==> src/rtl/vector_dot_engine.sv <==
// vector_dot_engine: multiply-accumulates A[i]*B[i] over vec_len word pairs; DOT_SATURATE_EN clamps the accumulator instead of wrapping
module vector_dot_engine #(
  parameter int WORD_BITS   = 4,
  parameter int VEC_LEN_MAX = 16,
  parameter int ACC_BITS    = 8
) (
  input  logic                           clk,
  input  logic                           rst_n,
  input  logic                           start,
  input  logic                           clear,
  input  logic [$clog2(VEC_LEN_MAX):0]   vec_len,
  output logic [$clog2(VEC_LEN_MAX)-1:0] rd_idx,
  input  logic [WORD_BITS-1:0]           rd_a,
  input  logic [WORD_BITS-1:0]           rd_b,
  output logic [ACC_BITS-1:0]            result,
  output logic                           result_we,
  output logic                           overflow,
  output logic [1:0]                     state
);
  localparam int IW = $clog2(VEC_LEN_MAX);
  localparam int LW = IW + 1;
  typedef enum logic [1:0] {IDLE = 2'd0, RUN = 2'd1, DONE = 2'd2} state_t;
  state_t st_q, st_n;
  logic [LW-1:0] len_q, len_n;
  logic [IW-1:0] idx_q, idx_n;
  logic [ACC_BITS-1:0] acc_q, acc_n, result_n, prod;
  logic [ACC_BITS:0] sum;
  logic ovf_run_q, ovf_run_n, overflow_n, we_n, last;
  assign prod   = ACC_BITS'(rd_a) * ACC_BITS'(rd_b);
  assign sum    = {1'b0, acc_q} + {1'b0, prod};
  assign last   = {1'b0, idx_q} == len_q - LW'(1);
  assign rd_idx = st_q == RUN ? idx_q : '0;
  assign state  = st_q;
  always_comb begin
    st_n       = st_q;
    len_n      = len_q;
    idx_n      = idx_q;
    acc_n      = acc_q;
    ovf_run_n  = ovf_run_q;
    result_n   = result;
    overflow_n = overflow;
    we_n       = 1'b0;
    if (clear) begin
      st_n = IDLE;
    end else if (st_q == IDLE && start) begin
      len_n     = vec_len > LW'(VEC_LEN_MAX) ? LW'(VEC_LEN_MAX) : vec_len;
      idx_n     = '0;
      acc_n     = '0;
      ovf_run_n = 1'b0;
      st_n      = RUN;
    end else if (st_q == RUN && len_q == '0) begin
      result_n   = '0;
      overflow_n = 1'b0;
      we_n       = 1'b1;
      st_n       = DONE;
    end else if (st_q == RUN) begin
`ifdef DOT_SATURATE_EN
      acc_n = sum[ACC_BITS] ? '1 : sum[ACC_BITS-1:0];
`else
      acc_n = sum[ACC_BITS-1:0];
`endif
      ovf_run_n  = ovf_run_q | sum[ACC_BITS];
      idx_n      = last ? idx_q : idx_q + IW'(1);
      result_n   = last ? acc_n : result;
      overflow_n = last ? ovf_run_n : overflow;
      we_n       = last;
      st_n       = last ? DONE : RUN;
    end
  end
  always_ff @(posedge clk or negedge rst_n) begin
    if (!rst_n) begin
      st_q      <= IDLE;
      len_q     <= '0;
      idx_q     <= '0;
      acc_q     <= '0;
      ovf_run_q <= 1'b0;
      result    <= '0;
      overflow  <= 1'b0;
      result_we <= 1'b0;
    end else begin
      st_q      <= st_n;
      len_q     <= len_n;
      idx_q     <= idx_n;
      acc_q     <= acc_n;
      ovf_run_q <= ovf_run_n;
      result    <= result_n;
      overflow  <= overflow_n;
      result_we <= we_n;
    end
  end
endmodule

==> config.mk <==
export PLATFORM = sky130hd
export DESIGN_NAME = vector_dot_engine
export DESIGN_NICKNAME = d
export VERILOG_FILES = /design/src/rtl/vector_dot_engine.sv
export SDC_FILE = /design/constraint.sdc
export NUM_CORES = 1
export LEC_CHECK = 0
export ABC_AREA = 1
export CORE_ASPECT_RATIO = 1.25
export CORE_MARGIN = 2
export CORE_UTILIZATION = 25
export CTS_BUF_LIST = sky130_fd_sc_hd__clkbuf_8
export CTS_CLUSTER_DIAMETER = 120
export DETAILED_ROUTE_END_ITERATION = 12
export GPL_TIMING_DRIVEN = 0
export PLACE_DENSITY = 0.51
export SYNTH_ARGS = -nofsm -noshare
export SYNTH_HDL_FRONTEND = slang
export SYNTH_SLANG_ARGS = --single-unit
==> constraint.sdc <==
create_clock -name clk -period 5.6 [get_ports clk]
set_input_delay 0.56 -clock clk [delete_from_list [all_inputs] [get_ports clk]]
set_output_delay 0.56 -clock clk [all_outputs]
set_load 0.01 [all_outputs]
==> impl_metrics.json, run 1 <==
{
  "crit_path_start_kind": "input pin",
  "initial_utilization_pct": 26.0,
  "worstSkewPairLatency_ps": 280,
  "grt_pass1_vias": 1940,
  "drv_slew": 0,
  "final_net_count": 395,
  "finalCriticalPeriod_ps": 3670,
  "yosys-top-cells-area": "dfrtp_1 (33%), nand2_1 (15%), ha_1 (11%)",
  "clock_path_buffers": 2,
  "synth_top_area_share_pct": 33.0,
  "place_inst": 462,
  "synth_top_family_by_area": "simple AND/OR/NAND/NOR gates",
  "irDropWorstVdd_v": 0.0000935,
  "synth_xor_area_share_pct": 0.385,
  "die_area_um2": 9880,
  "cap_violations": 0,
  "crit_path_max_fanout": 4,
  "synth.largest_area_cell": "dfrtp_1",
  "htree_levels": 2,
  "synthAdderAreaFrac_pct": 18.9,
  "vias": 1954,
  "die_x_um": 89.3,
  "outcome": "completed",
  "clk_pin_slew_worst_paths_ps": 70,
  "synthMuxAreaShare_pct": 0,
  "rrSetupSlack_ps": 3440,
  "post-route-period-util_pct": 65.5,
  "dr.pass1.iters": 4,
  "antenna_cells": 0,
  "hold_buffers": 0,
  "port_buffers": 32,
  "whs_ps": 316,
  "postSynthCellCount": 310,
  "cts_num_sinks": 30,
  "root_buffer": "clkbuf_8",
  "met2_usage_pct": 18.4,
  "postCtsSetupBuffers": 0,
  "crit_type": "input pin to register",
  "finalWeightedCongestion": 0.788,
  "synth-simple-area-share_pct": 28.5,
  "worstMarginPinSlew_ps": 695,
  "hpwl_um": 3910,
  "cts_made_buffers": 5,
  "endpoint_kind": "register",
  "drive_gt1_share_pct": 6.57,
  "skew_ps": 2.78,
  "clock_power_share_pct": 18.6,
  "utilization_pct": 32.4,
  "synth_area_per_cell_um2": 7.33,
  "wl_per_cell_um": 10.2,
  "core-area_um2": 8750,
  "swShare_pct": 41.1,
  "drcViolationCount": 0,
  "ys_warn_count": 0,
  "rows": 38,
  "fmax_mhz": 273,
  "internal_power_uw": 578,
  "slew_headroom_pct": 53.7,
  "p_leak_uw": 0.00153,
  "hp-class": "input pin to async pin",
  "post_cts_resized": 0,
  "via_per_inst": 4.16,
  "ys_ff_latch": 30,
  "globalRouteMet1Util_pct": 14.1,
  "grtUsageMet3_pct": 1.72,
  "grt.total_usage_pct": 10.8,
  "ys_types": 23,
  "power_uw": 981,
  "top_level_ports": 33,
  "ys_seq_area_share_pct": 33.0,
  "p_sw_uw": 403,
  "arrival_ps": 3840,
  "syn_to_final_growth_pct": 24.5,
  "tns_ps": 0,
  "p_seq_share_pct": 33.2,
  "rsz0062_at_grt": "false",
  "p_per_area_nw_per_um2": 347,
  "grt_busiest_layer": "met2",
  "stdcell_count": 470,
  "overflow": 0,
  "drt-total-wl_um": 4820,
  "antenna_found_initial": 0,
  "syn-num-nets": 356,
  "die_h_um": 111,
  "syn_area_um2": 2270,
  "dr.first_iter.drc_count": 38,
  "cts_tree": "yes",
  "grt_max_degree": 31,
  "synth_compound_area_share_pct": 7.32,
  "report.final.setup_viol": 0,
  "drtAntennaViolNets": 0,
  "final_hold_viol_count": 0,
  "p_comb_share_pct": 48.2,
  "grt_pass1_wl_um": 8730,
  "worstPathRequired_ps": 5770
}
## path summary, 6_finish.rpt
path,from,to,cells after the start
max,rd_b[3],result[6],15
min,rst_n,idx_q[3],1
max reg2reg,acc_q[3],result[6],12
min reg2reg,result[6],result[6],2
max in group asynchronous,rst_n,acc_q[7],1
min in group clk,result[6],result[6],2
## routing by layer
layer / up-vias / wire, µm
met4: 0 / 53
li1: 1025 / -
met3: 6 / 176
met5: - / 0
met2: 33 / 2300
met1: 890 / 2290
## through the flow
step | cell area [µm²] | setup slack (ps)
after floorplan | 2270 | 2340
after global placement | 2740 | 1630
after detailed placement | 2740 | 1610
after CTS | 2830 | 1910
after global routing | 2830 | 1660
final | 2830 | 1930
## flip-flops by register name, indices dropped and copies added (netlist names)
register   flops
result_we      1
idx_q          4
result         8
state          2
len_q          5
overflow       1
ovf_run_q      1
acc_q          8
## worst max-delay path, cell delays in order
cell and delay (ps):
clkdlybuf4s50_1 520, nand2_1 90, fa_1 510, fa_1 510, fa_1 510, inv_1 40
ha_1 340, a21oi_1 140, nand2_1 120, a21oi_1 200, nand2_1 70, nand2_1 90
nor2_1 40, nand2_1 60, nand2_1 50
## cell usage in the layout (no fill, tap or decap), types with 3 or more instances in the layout
cell / synthesis / routed
nor2_4: 3 / 3
clkbuf_8: 0 / 6
clkdlybuf4s50_1: 0 / 31
o21ai_0: 15 / 15
or2_2: 3 / 3
nand3_1: 19 / 19
o22ai_1: 5 / 5
a21oi_1: 5 / 5
nor2_1: 24 / 24
inv_2: 3 / 3
dfrtp_1: 30 / 30
inv_1: 66 / 67
fa_1: 9 / 9
nand4_1: 4 / 4
nand2_1: 92 / 92
nand2_2: 3 / 3
ha_1: 20 / 20
## cell type report
class                      count  area (µm²)
clock inverter                 2        8.76
multi-input combinational    210        1250
tap                          120         150
timing repair buffer          32         315
sequential                    30         751
fill                         993        5920
buffer                         1        11.3
clock buffer                   6        82.6
inverter                      69         259
## power groups by stage
stage / registers (µW) / clock network, µW / logic (µW)
after floorplan: 326 / 0 / 336
after global placement: 329 / 0 / 474
after detailed placement: 329 / 0 / 480
after CTS: 326 / 189 / 482
after global routing: 333 / 199 / 560
final: 326 / 182 / 473
## cells by family (layout without fill, tap and decap cells)
group	Yosys count	after routing
AOI/OAI and AO/OA	29	29
adders and majority gates	29	29
buffers and inverters	70	110
and+or+nand+nor	151	151
xor gates and xnor gates	1	1
DFF	30	30
## cell usage after synthesis
library cell / number
nand2_1: 92
inv_1: 66
dfrtp_1: 30
nor2_1: 24
ha_1: 20
nand3_1: 19
o21ai_0: 15
fa_1: 9
a21oi_1: 5
o22ai_1: 5
nand4_1: 4
inv_2: 3
nand2_2: 3
nor2_4: 3
or2_2: 3
nor3_1: 2
a21boi_0: 1
buf_6: 1
nand3_2: 1
o21a_4: 1
o21ai_1: 1
o31ai_1: 1
xnor2_1: 1
Power figures use the tool's default switching activity.
==> run 2: changes to the inputs <==
==> constraint.sdc (replaced) <==
create_clock -name clk -period 3.85 [get_ports clk]
set_input_delay 0.385 -clock clk [delete_from_list [all_inputs] [get_ports clk]]
set_output_delay 0.385 -clock clk [all_outputs]
set_load 0.01 [all_outputs]
==> results of run 2 <==
The final DEF is identical to that of run 1. Status: completed.
Main changes from that run: setup slack after placement 1610 ps -> 36.2 ps; setup slack after layout 1930 ps -> 355 ps; hold slack 316 ps -> 141 ps; register-to-register setup slack 3440 ps -> 1690 ps; total power 981 µW -> 1430 µW; worst IR drop on VDD 0.0000935 V -> 0.000136 V
==> run 3: changes to the inputs <==
--- a/config.mk
+++ b/config.mk
@@ -8,12 +8,11 @@
 export ABC_AREA = 1
 export CORE_ASPECT_RATIO = 1.25
 export CORE_MARGIN = 2
-export CORE_UTILIZATION = 25
+export CORE_UTILIZATION = 57
 export CTS_BUF_LIST = sky130_fd_sc_hd__clkbuf_8
 export CTS_CLUSTER_DIAMETER = 120
 export DETAILED_ROUTE_END_ITERATION = 12
-export GPL_TIMING_DRIVEN = 0
-export PLACE_DENSITY = 0.51
+export PLACE_DENSITY = 0.91
 export SYNTH_ARGS = -nofsm -noshare
 export SYNTH_HDL_FRONTEND = slang
 export SYNTH_SLANG_ARGS = --single-unit
==> impl_metrics.json, run 3 (synthesized netlist as in run 1, its figures left out) <==
{
  "skew_ps": 5.07,
  "top_level_ports": 33,
  "p_comb_share_pct": 48.6,
  "clk_pin_slew_worst_paths_ps": 70,
  "grt_max_degree": 31,
  "final_net_count": 395,
  "drv_slew": 0,
  "outcome": "completed",
  "grt_pass1_wl_um": 8510,
  "crit_path_cell_trace": "clkdlybuf4s50_1 > nand2_1 > fa_1 > fa_1 > fa_1 > inv_1 > ha_1 > a21oi_1 > nand2_1 > nand2_1 > nand2_1 > nand2_1 > nand3_1 > nand2_1 > o21ai_0",
  "rsz0062_at_grt": "false",
  "finalWeightedCongestion": 0.858,
  "hp-class": "register to register",
  "max_stage_delay_ps": 540,
  "crit_top_cell": "nand2_1",
  "hold_buffers": 0,
  "root_buffer": "clkbuf_8",
  "cts_tree": "yes",
  "crit_type": "input pin to register",
  "cap_violations": 0,
  "port_buffers": 32,
  "post-route-period-util_pct": 91.4,
  "p_leak_uw": 0.00153,
  "worstSkewPairLatency_ps": 280,
  "worstMarginPinSlew_ps": 453,
  "mostFrequentLayoutCell": "nand2_1",
  "vias": 2061,
  "syn_to_final_growth_pct": 21.1,
  "endpoint_kind": "register",
  "drtAntennaViolNets": 0,
  "utilization_pct": 72.1,
  "core-area_um2": 3820,
  "whs_ps": 475,
  "drt-total-wl_um": 4790,
  "drive_gt1_share_pct": 6.57,
  "final_hold_viol_count": 0,
  "htree_levels": 2,
  "p_per_area_nw_per_um2": 525,
  "antenna_found_initial": 0,
  "rows": 25,
  "arrival_ps": 3680,
  "dr.pass1.iters": 4,
  "wl_per_cell_um": 11.9,
  "initial_utilization_pct": 59.6,
  "mostFrequentLayoutCells": "nand2_1 (92), inv_1 (66), clkdlybuf4s50_1 (32)",
  "p_seq_share_pct": 33.0,
  "crit_path_start_kind": "input pin",
  "die_x_um": 60.5,
  "internal_power_uw": 845,
  "cts_made_buffers": 5,
  "die_h_um": 74.6,
  "post_cts_resized": 0,
  "crit_path_max_fanout": 4,
  "irDropWorstVdd_v": 0.000253,
  "fmax_mhz": 284,
  "drcViolationCount": 0,
  "clock_power_share_pct": 18.4,
  "dr.first_iter.drc_count": 168,
  "finalCriticalPeriod_ps": 3520,
  "grt.total_usage_pct": 25.1,
  "via_per_inst": 5.10,
  "postCtsSetupBuffers": 0,
  "die_area_um2": 4510,
  "cts_num_sinks": 30,
  "critPathSlowestCell": "clkdlybuf4s50_1",
  "reg_top3": "acc_q (8), result (8), len_q (5)",
  "slew_headroom_pct": 69.7,
  "p_sw_uw": 600,
  "hpwl_um": 3790,
  "overflow": 0,
  "report.final.setup_viol": 0,
  "tns_ps": 0,
  "clock_path_buffers": 2,
  "grt_pass1_vias": 2056,
  "swShare_pct": 41.5,
  "antenna_cells": 0,
  "worstPathRequired_ps": 4010
}
==> run 3: cell count changes in the layout (fill, tap and decap cells not counted), sizes merged <==
| cell | before | now |
|---|---|---|
| clkdlybuf4s50 | 31 | 32 |
| buf | 2 | 1 |
| clkinvlp | 0 | 1 |
| inv | 70 | 69 |
==> run 3: path summary, 6_finish.rpt <==
check,start,end,slack (ps),depth (start not counted)
worst max register to register,acc_q[4],result[5],1650,11
max in group asynchronous,rst_n,overflow,3090,2
worst max-delay path,rd_b[3],ovf_run_q,330,15
min in group asynchronous,rst_n,result[6],490,2
worst min-delay path,result[7],result[7],470,2
worst min register to register,result[7],result[7],470,2
==> run 3: area by class of cell <==
class | instances | area [µm²]
Inverter | 69 | 259
Clock inverter | 2 | 12.5
Multi-Input combinational cell | 210 | 1250
Fill cell | 315 | 1060
Timing Repair Buffer | 33 | 328
Tap cell | 54 | 67.6
Clock buffer | 6 | 82.6
Sequential cell | 30 | 751
==> run 3: power by group through the flow <==
stage / registers, µW / logic [µW] / clock network (µW)
global placement: 474 / 665 / 0
CTS: 475 / 708 / 269
finish: 476 / 703 / 266
detailed placement: 477 / 701 / 0
floorplan: 474 / 489 / 0
global route: 489 / 812 / 285
==> run 3: through the flow <==
step	cells	total power [µW]	setup WS [ps]	area, µm²
2_1_floorplan	310	963	764	2270
3_3_place_gp	396	1140	157	2660
3_5_place_dp	396	1180	48.9	2660
4_1_cts	404	1450	345	2750
5_1_grt	404	1590	120	2750
6_report	404	1450	332	2750
==> run 3: worst max-delay path, delay by kind of cell <==
kind / cells / cell delay (ps)
adders and majority gates: 4 / 1900
and+or+nand+nor: 7 / 590
buffers and inverters: 2 / 580
AOI/OAI and AO/OA: 2 / 220
==> run 3: routing by layer <==
layer  global-route usage (%)  vias to the layer above  part of all wire, %
li1                         -                     1034                    -
met1                     26.3                      957                   38
met2                     46.5                       55                   56
met3                     5.84                       15                  3.9
met4                     11.6                        0                  2.4
met5                        0                        -                    0
